==> config.mk <==
export PLATFORM = sky130hd
export DESIGN_NAME = parking_slot_manager
export DESIGN_NICKNAME = d
export VERILOG_FILES = /design/src/rtl/parking_pkg.sv /design/src/rtl/parking_first_free.sv /design/src/rtl/parking_slot_manager.sv
export SDC_FILE = /design/constraint.sdc
export NUM_CORES = 1
export LEC_CHECK = 0
export BUFFER_PORTS_ARGS = -buffer_cell sky130_fd_sc_hd__buf_2
export CAP_MARGIN = 20
export CORE_UTILIZATION = 61
export DETAILED_ROUTE_END_ITERATION = 10
export PLACE_DENSITY = 0.85
export REMOVE_ABC_BUFFERS = 1
export SYNTH_ARGS = -nofsm -noshare
export SYNTH_HDL_FRONTEND = slang
export SYNTH_SLANG_ARGS = --single-unit
==> constraint.sdc <==
create_clock -name clk -period 8.3 [get_ports clk]
set_clock_uncertainty 0.05 [all_clocks]
set_input_delay 0 -clock clk [delete_from_list [all_inputs] [get_ports clk]]
set_output_delay 0 -clock clk [all_outputs]
set_load 0.02 [all_outputs]
==> src/rtl/parking_pkg.sv <==
// Shared types and helpers for the parking slot manager.
// Optional lowest-free-slot reassignment: PARKING_AUTO_ALLOC_EN.
package parking_pkg;

  localparam int DEFAULT_NUM_SLOTS = 8;

  typedef enum logic [1:0] {
    IDLE,
    DECIDE,
    RESP
  } state_t;

  // $clog2 clamped to at least one bit
  function automatic int idx_w(input int n);
    return (n <= 2) ? 1 : $clog2(n);
  endfunction

endpackage

==> src/rtl/parking_first_free.sv <==
// Lowest-index free slot finder over the occupancy bitmap.
// Used only when PARKING_AUTO_ALLOC_EN is defined.
module parking_first_free
  import parking_pkg::*;
#(
  parameter int NUM_SLOTS = DEFAULT_NUM_SLOTS,
  parameter int LOC_W     = idx_w(NUM_SLOTS)
) (
  input  logic [NUM_SLOTS-1:0] occupancy,
  output logic                 found,
  output logic [LOC_W-1:0]     index
);

  // Scan high to low so the lowest zero wins.
  always_comb begin
    found = 1'b0;
    index = '0;
    for (int i = NUM_SLOTS - 1; i >= 0; i--) begin
      if (!occupancy[i]) begin
        found = 1'b1;
        index = LOC_W'(i);
      end
    end
  end

endmodule

==> src/rtl/parking_slot_manager.sv <==
// Parking slot manager: occupancy bitmap, entry FSM, exit releases.
// Define PARKING_AUTO_ALLOC_EN to reassign denied entries to a free slot.
module parking_slot_manager
  import parking_pkg::*;
#(
  parameter int NUM_SLOTS = DEFAULT_NUM_SLOTS,
  parameter int LOC_W     = idx_w(NUM_SLOTS),
  parameter int CNT_W     = idx_w(NUM_SLOTS + 1)
) (
  input  logic                 clk,
  input  logic                 reset_n,
  input  logic                 req_valid,
  output logic                 req_ready,
  input  logic [LOC_W-1:0]     req_loc,
  output logic                 resp_valid,
  input  logic                 resp_ready,
  output logic                 resp_granted,
  output logic [LOC_W-1:0]     resp_loc,
  input  logic                 rel_valid,
  input  logic [LOC_W-1:0]     rel_loc,
  output logic [NUM_SLOTS-1:0] occupancy,
  output logic [CNT_W-1:0]     free_count,
  output logic                 full,
  output logic                 empty,
  output logic                 rel_error
);

  localparam logic [LOC_W:0] SLOTS_L = (LOC_W + 1)'(NUM_SLOTS);
  localparam logic [CNT_W-1:0] SLOTS_C = CNT_W'(NUM_SLOTS);

  state_t               state;
  logic [LOC_W-1:0]     lat_loc;
  logic [NUM_SLOTS-1:0] rel_mask;
  logic [NUM_SLOTS-1:0] occ_rel;
  logic [NUM_SLOTS-1:0] occ_next;
  logic [CNT_W-1:0]     free_next;
  logic                 rel_bad;
  logic                 rel_in_range;
  logic                 lat_in_range;
  logic                 lat_free;
  logic                 grant;
  logic [LOC_W-1:0]     grant_loc;

  assign rel_in_range = {1'b0, rel_loc} < SLOTS_L;
  assign lat_in_range = {1'b0, lat_loc} < SLOTS_L;

  always_comb begin
    rel_mask = '0;
    rel_bad  = 1'b0;
    if (rel_valid) begin
      if (rel_in_range && occupancy[rel_loc])
        rel_mask[rel_loc] = 1'b1;
      else
        rel_bad = 1'b1;
    end
  end

  // Release lands before the decision, so a same-cycle
  // release of the requested slot makes it grantable.
  assign occ_rel  = occupancy & ~rel_mask;
  assign lat_free = lat_in_range && !occ_rel[lat_loc];

`ifdef PARKING_AUTO_ALLOC_EN
  logic             ff_found;
  logic [LOC_W-1:0] ff_index;

  parking_first_free #(
    .NUM_SLOTS(NUM_SLOTS),
    .LOC_W    (LOC_W)
  ) u_first_free (
    .occupancy(occ_rel),
    .found    (ff_found),
    .index    (ff_index)
  );

  always_comb begin
    grant     = 1'b0;
    grant_loc = lat_loc;
    if (lat_free) begin
      grant = 1'b1;
    end else if (ff_found) begin
      grant     = 1'b1;
      grant_loc = ff_index;
    end
  end
`else
  assign grant     = lat_free;
  assign grant_loc = lat_loc;
`endif

  always_comb begin
    occ_next = occ_rel;
    if (state == DECIDE && grant)
      occ_next = occ_rel | (NUM_SLOTS'(1) << grant_loc);
  end

  always_comb begin
    free_next = '0;
    for (int i = 0; i < NUM_SLOTS; i++) begin
      if (!occ_next[i])
        free_next = free_next + CNT_W'(1);
    end
  end

  always_ff @(posedge clk or negedge reset_n) begin
    if (!reset_n) begin
      occupancy  <= '0;
      free_count <= SLOTS_C;
      full       <= 1'b0;
      empty      <= 1'b1;
      rel_error  <= 1'b0;
    end else begin
      occupancy  <= occ_next;
      free_count <= free_next;
      full       <= (free_next == '0);
      empty      <= (free_next == SLOTS_C);
      if (rel_bad)
        rel_error <= 1'b1;
    end
  end

  always_ff @(posedge clk or negedge reset_n) begin
    if (!reset_n) begin
      state        <= IDLE;
      lat_loc      <= '0;
      req_ready    <= 1'b1;
      resp_valid   <= 1'b0;
      resp_granted <= 1'b0;
      resp_loc     <= '0;
    end else begin
      unique case (state)
        IDLE: begin
          if (req_valid) begin
            lat_loc   <= req_loc;
            req_ready <= 1'b0;
            state     <= DECIDE;
          end
        end
        DECIDE: begin
          resp_valid   <= 1'b1;
          resp_granted <= grant;
          resp_loc     <= grant_loc;
          state        <= RESP;
        end
        RESP: begin
          if (resp_ready) begin
            resp_valid <= 1'b0;
            req_ready  <= 1'b1;
            state      <= IDLE;
          end
        end
        default: state <= IDLE;
      endcase
    end
  end

endmodule
### After elaboration in Yosys (flattened, before gate mapping)

Index checks and enable logic that the tools add are counted.

| operators by class | value |
|---|---|
| shifts and indexed selects | 1 |
| divide/modulo/power cells | 0 |
| order comparisons | 3 |
| eq/ne operators | 5 |
| add/subtract/negate cells | 7 |
| muxes and demuxes | 27 |
| $mul | 0 |
| reduce and logical (&&, ||, !) cells | 11 |
| bitwise operators | 3 |

Operators with widths:

| cell | number |
|---|---|
| $add 4x1->4 const B | 7 |
| $mux 4 | 7 |
| $mux 8 | 3 |
| $mux 1 | 9 |
| $and 8x8->8 | 1 |
| $lt 3x4->1 const B | 2 |
| $not 8->8 | 1 |
| $or 8x8->8 | 1 |
| $shl 1x3->8 const A | 1 |
| $bmux 1 s3 | 2 |
| $pmux 2 s3 | 1 |
| $reduce_and 2->1 | 3 |
| $eq 4x4->1 const B | 1 |
| $logic_not 4->1 | 1 |
| $mux 2 | 2 |
| $ne 2x2->1 const B | 2 |
| $pmux 1 s2 | 2 |
| $reduce_bool 2->1 | 2 |
| $demux 1 s3 | 1 |
| $ge 3x1->1 const B | 1 |
| $reduce_and 3->1 | 1 |
| $eq 2x1->1 const B | 1 |
| $eq 2x2->1 const B | 1 |
| $logic_and 1x1->1 | 2 |
| 2 further kinds | 2 |

| storage, ports and cells | value |
|---|---|
| output and inout bits | 21 |
| bits in latches | 0 |
| memories | 0 |
| memory bits (writable) | 0 |
| bits in read-only memories | 0 |
| flip-flop bits (word level) | 26 |
| logic and storage cells | 68 |
| input port bits | 11 |

### Logic depth before layout (Yosys ltp)

| depth | value |
|---|---|
| depth after elaboration | 29 |
| depth in mapped cells | 23 |
| depth with buffers taken out | 21 |

### Least setup slack after synthesis

Ideal clock, no wire load.

| timing | value |
|---|---|
| path kind | register to register |
| start point | register state[1] |
| end point | register empty |
| data arrival time | 4.387 ns |
| path buffers | 2 |
| data required time | 8.182 ns |
| path slack | 3.795 ns |
| cell stages (with the launch flop) | 23 |
| period minus slack after synthesis | 4.505 ns |
| library setup time | 0.068 ns |
| cells stage by stage | dfrtp_1 buf_2 nand2b_4 or3_1 o21ai_0 inv_1 ha_1 clkbuf_1 xnor2_1 ha_1 inv_1 a22oi_1 xor2_1 o21ai_0 ha_1 inv_1 a221oi_1 xor2_1 xnor3_1 xnor2_1 o31ai_2 xor2_1 nor2b_1 |

| on the way | value |
|---|---|
| longest elaborated chain between the ends | 19 |

Ends and longest elaborated chain:

| what | RTL line | text |
|---|---|---|
| start: declaration | parking_slot_manager.sv:31 | `state_t state;` |
| start signal: assignment | parking_slot_manager.sv:124 | `state <= IDLE;` |
| start signal: assignment | parking_slot_manager.sv:136 | `state <= DECIDE;` |
| start signal: assignment | parking_slot_manager.sv:143 | `state <= RESP;` |
| $eq 2x1->1 * | parking_slot_manager.sv:93 | `if (state == DECIDE && grant)` |
| $logic_and 1x1->1 * | parking_slot_manager.sv:93 |  |
| $mux 8 * | parking_slot_manager.sv:93 |  |
| net occ_next[0] | parking_slot_manager.sv:35 | `logic [NUM_SLOTS-1:0] occ_next;` |
| $mux 1 * | parking_slot_manager.sv:100 | `if (!occ_next[i])` |
| $add 4x1->4 | parking_slot_manager.sv:101 | `free_next = free_next + CNT_W'(1);` |
| $mux 4 * | parking_slot_manager.sv:100 |  |
| $add 4x1->4 | parking_slot_manager.sv:101 |  |
| [5 not listed] | - |  |
| $add 4x1->4 | parking_slot_manager.sv:101 |  |
| $mux 4 * | parking_slot_manager.sv:100 |  |
| $add 4x1->4 | parking_slot_manager.sv:101 |  |
| $mux 4 * | parking_slot_manager.sv:100 |  |
| $add 4x1->4 | parking_slot_manager.sv:101 |  |
| $mux 4 * | parking_slot_manager.sv:100 |  |
| net free_next[3] | parking_slot_manager.sv:36 | `logic [CNT_W-1:0] free_next;` |
| $eq 4x4->1 * | parking_slot_manager.sv:116 | `empty <= (free_next == SLOTS_C);` |
| end signal: assignment | parking_slot_manager.sv:116 |  |
| end: declaration | parking_slot_manager.sv:24 | `output logic empty,` |

The timed path passes the listed nets; every way through them passes the cells marked *.
A chain may end at the register's enable or synchronous reset.

### Worst setup path after layout

Same ends and word-level chain as after synthesis.

==> results_dict.tcl <==
set metrics [dict create \
    synth-simple-area-share_pct 21.3 \
    synth_cells 192 \
    io-pin-count 32 \
    port_buffers 31 \
    routed_wl_mm 3.88 \
    overflow 0 \
    finalSetupTns_ns 0 \
    synth_area_per_cell_um2 10.0 \
    synth.distinct_cells 58 \
    post-route-min-period_ns 4.99 \
    ys_top_cells_by_area "dfrtp_1 30%, nand2_1 5.3%, ha_1 4.6%" \
    relSlewSlack_pct 61.2 \
    clkTransAtPathRegs_ns 0.15 \
    via_per_inst 5.88 \
    path_cells "nand2b_4, or3_1, o21ai_0, inv_1, ha_1, xnor2_1, ha_1, inv_1, a22oi_1, xor2_1, o21ai_0, ha_1, inv_1, a221oi_1, xor2_1, xnor3_1, xnor2_1, o31ai_2, xor2_1, nor2b_1" \
    cts_tree "built" \
    multi_input_comb_area_um2 1150 \
    dr.pass1.iters 4 \
    drive_gt1_share_pct 28.3 \
    num_rows 20 \
    cp.arrival_ns 5.20 \
    fin_crit_sh_pct 60.1 \
    core_um2 3030 \
    path_buf_inv 3 \
    antenna_found_initial 0 \
    final_cell_mix "31 x buf_2, 27 x nand2_1, 23 x dfrtp_1" \
    critPathSlowestCell "dfrtp_1" \
    synth-compound-area-share_pct 17.1 \
    syn_to_final_growth_pct 14.2 \
    synth-seq-cells 26 \
    layout.area.seq_um2 654 \
    clock_sinks 26 \
    hold_class "in2reg" \
    synth_mux_area_share_pct 5.73 \
    seq_area_frac_synth_pct 34.0 \
    grt_max_degree 27 \
    cts_inserted_buffers 3 \
    cap_viol_max_count 0 \
    status "finished, final reports clean" \
    clk_path_buf_depth 2 \
    synth_top_cell_by_area "dfrtp_1" \
    max_freq_ghz 0.201 \
    worstMarginPinSlew_ns 0.582 \
    layout_commonest_cell "buf_2" \
    slew_violations 0 \
    vias 1588 \
    hpwl_mm 2.88 \
    synthAdderAreaFrac_pct 4.55 \
    synth_top_area_share_pct 29.9 \
    cp.required_ns 8.52 \
    path_class "reg2reg" \
    grt.total_usage_pct 25.3 \
    ant_nets 0 \
    diodes 0 \
    initial_utilization_pct 63.5 \
    synth-xor-area-share_pct 11.3 \
    ys_warn_count 0 \
    setup_viol 0 \
    htreeDepth 1 \
    syn_area_um2 1920 \
    end_kind "flop" \
    die_y_um 58.2 \
    synth_flop_cell "dfrtp_1" \
    die_w_um 58.2 \
    cp-start-kind "flop" \
    grt_pass1_vias 1447 \
    synth_edf_count 0 \
    path_max_fanout 10 \
    rsz0062_at_grt "false" \
    root_buffer "clkbuf_4" \
    gp_congestion 0.901 \
    drt_iter0_markers 141 \
    max_stage_delay_ns 0.50 \
    die-area_um2 3380 \
    insertion_delay_ns 0.32 \
    fillers 215 \
    synth_top_family_by_area "simple AND/OR/NAND/NOR gates" \
    cts_resized 0 \
    drc 0 \
    fin_nets 245 \
    post_cts_buffers 0 \
    wl_per_cell_um 14.4 \
    crit_family "compound AO/OA/AOI/OAI gates" \
    finalHoldViolations 0 \
    grt_pass1_wl_mm 6.61 \
    async_reset_ff_share_pct 100 \
]
-- worst reg2reg max path: stages (launching register included) --
cell	delay (ns)
dfrtp_1	0.50
nand2b_4	0.21
or3_1	0.40
o21ai_0	0.37
inv_1	0.08
ha_1	0.40
xnor2_1	0.17
ha_1	0.28
inv_1	0.04
a22oi_1	0.26
xor2_1	0.13
o21ai_0	0.18
ha_1	0.18
inv_1	0.04
a221oi_1	0.27
xor2_1	0.23
xnor3_1	0.31
xnor2_1	0.17
o31ai_2	0.21
xor2_1	0.26
nor2b_1	0.18
-- worst paths after layout --
path / start / endpoint / slack [ns] / depth (start not counted)
worst max-delay path: state[1] / empty / 3.31 / 20
worst min-delay path: rel_loc[2] / rel_error / 0.07 / 4
worst max register to register: state[1] / empty / 3.31 / 20
worst min register to register: rel_error / rel_error / 0.44 / 1
max in group asynchronous: reset_n / req_ready / 7.68 / 2
min in group asynchronous: reset_n / rel_error / 0.13 / 2
-- cell families after synthesis --
family	Yosys count
XOR/XNOR	18
AO/OA/AOI/OAI	44
flip-flops	26
adder cells (fa/ha/maj)	7
AND/OR/NAND/NOR	66
multiplexers	8
buffers and inverters	23
-- registers in the layout (all words and copies together) (netlist names) --
signal,cells
grant_loc,3
empty,1
occupancy,8
resp_granted,1
req_ready,1
resp_loc,3
resp_valid,1
full,1
state,2
free_count,4
rel_error,1
-- per-layer routing --
metal	vias up	track usage [%]	wire [um]
li1	759	-	-
met1	769	36.6	1800
met2	56	39.4	1860
met3	4	3.57	188
met4	0	7.82	34
met5	-	0	0
-- area by class of cell --
| class | count | area share [%] |
|---|---|---|
| Multi-Input combinational cell | 143 | 52.5 |
| Sequential cell | 26 | 29.8 |
| Timing Repair Buffer | 38 | 10.3 |
| Inverter | 15 | 2.56 |
| Tap cell | 44 | 2.51 |
| Clock inverter | 1 | 1.37 |
| Clock buffer | 3 | 1.03 |
-- cells in the mapped netlist, drive strengths merged (2+ instances only) --
library cell  count
dfstp             3
nand2            27
buf               7
xnor3             2
ha                7
and4bb            2
nor3b             2
mux4              2
nand4bb           2
a22oi             4
nand3             5
inv              15
o21ai            13
nand4             4
nor2              5
o31ai             2
xor2              7
a21oi             7
xnor2             9
a21o              2
mux2i             2
a221oi            4
nor2b             4
o22ai             2
dfrtp            23
and2              3
mux2              4
nand4b            2
nand2b            5
o21bai            2
-- metrics by stage --
| step | instance area, um^2 | hold slack [ns] | instances | utilization (%) | setup WS, ns |
|---|---|---|---|---|---|
| floorplan | 1860 | -0.346 | 184 | - | 3.92 |
| finish | 2200 | 0.0657 | 270 | 72.5 | 3.31 |
| global placement | 2070 | -0.0168 | 259 | 68.5 | 3.58 |
| global route | 2200 | 0.0887 | 270 | 72.5 | 2.96 |
| detailed placement | 2070 | -0.0143 | 259 | 68.5 | 3.41 |
| CTS | 2200 | 0.0812 | 270 | 72.5 | 3.35 |
-- repair_timing --
item                                    in CTS  in global routing
hold buffers                                 7                  0
endpoints found under the setup margin       0                  0
endpoints found under the hold margin       34                  0
Power is left out: the tool's default activity adds up to more than one toggle a clock period on the data nets, which glitch-free logic cannot reach.
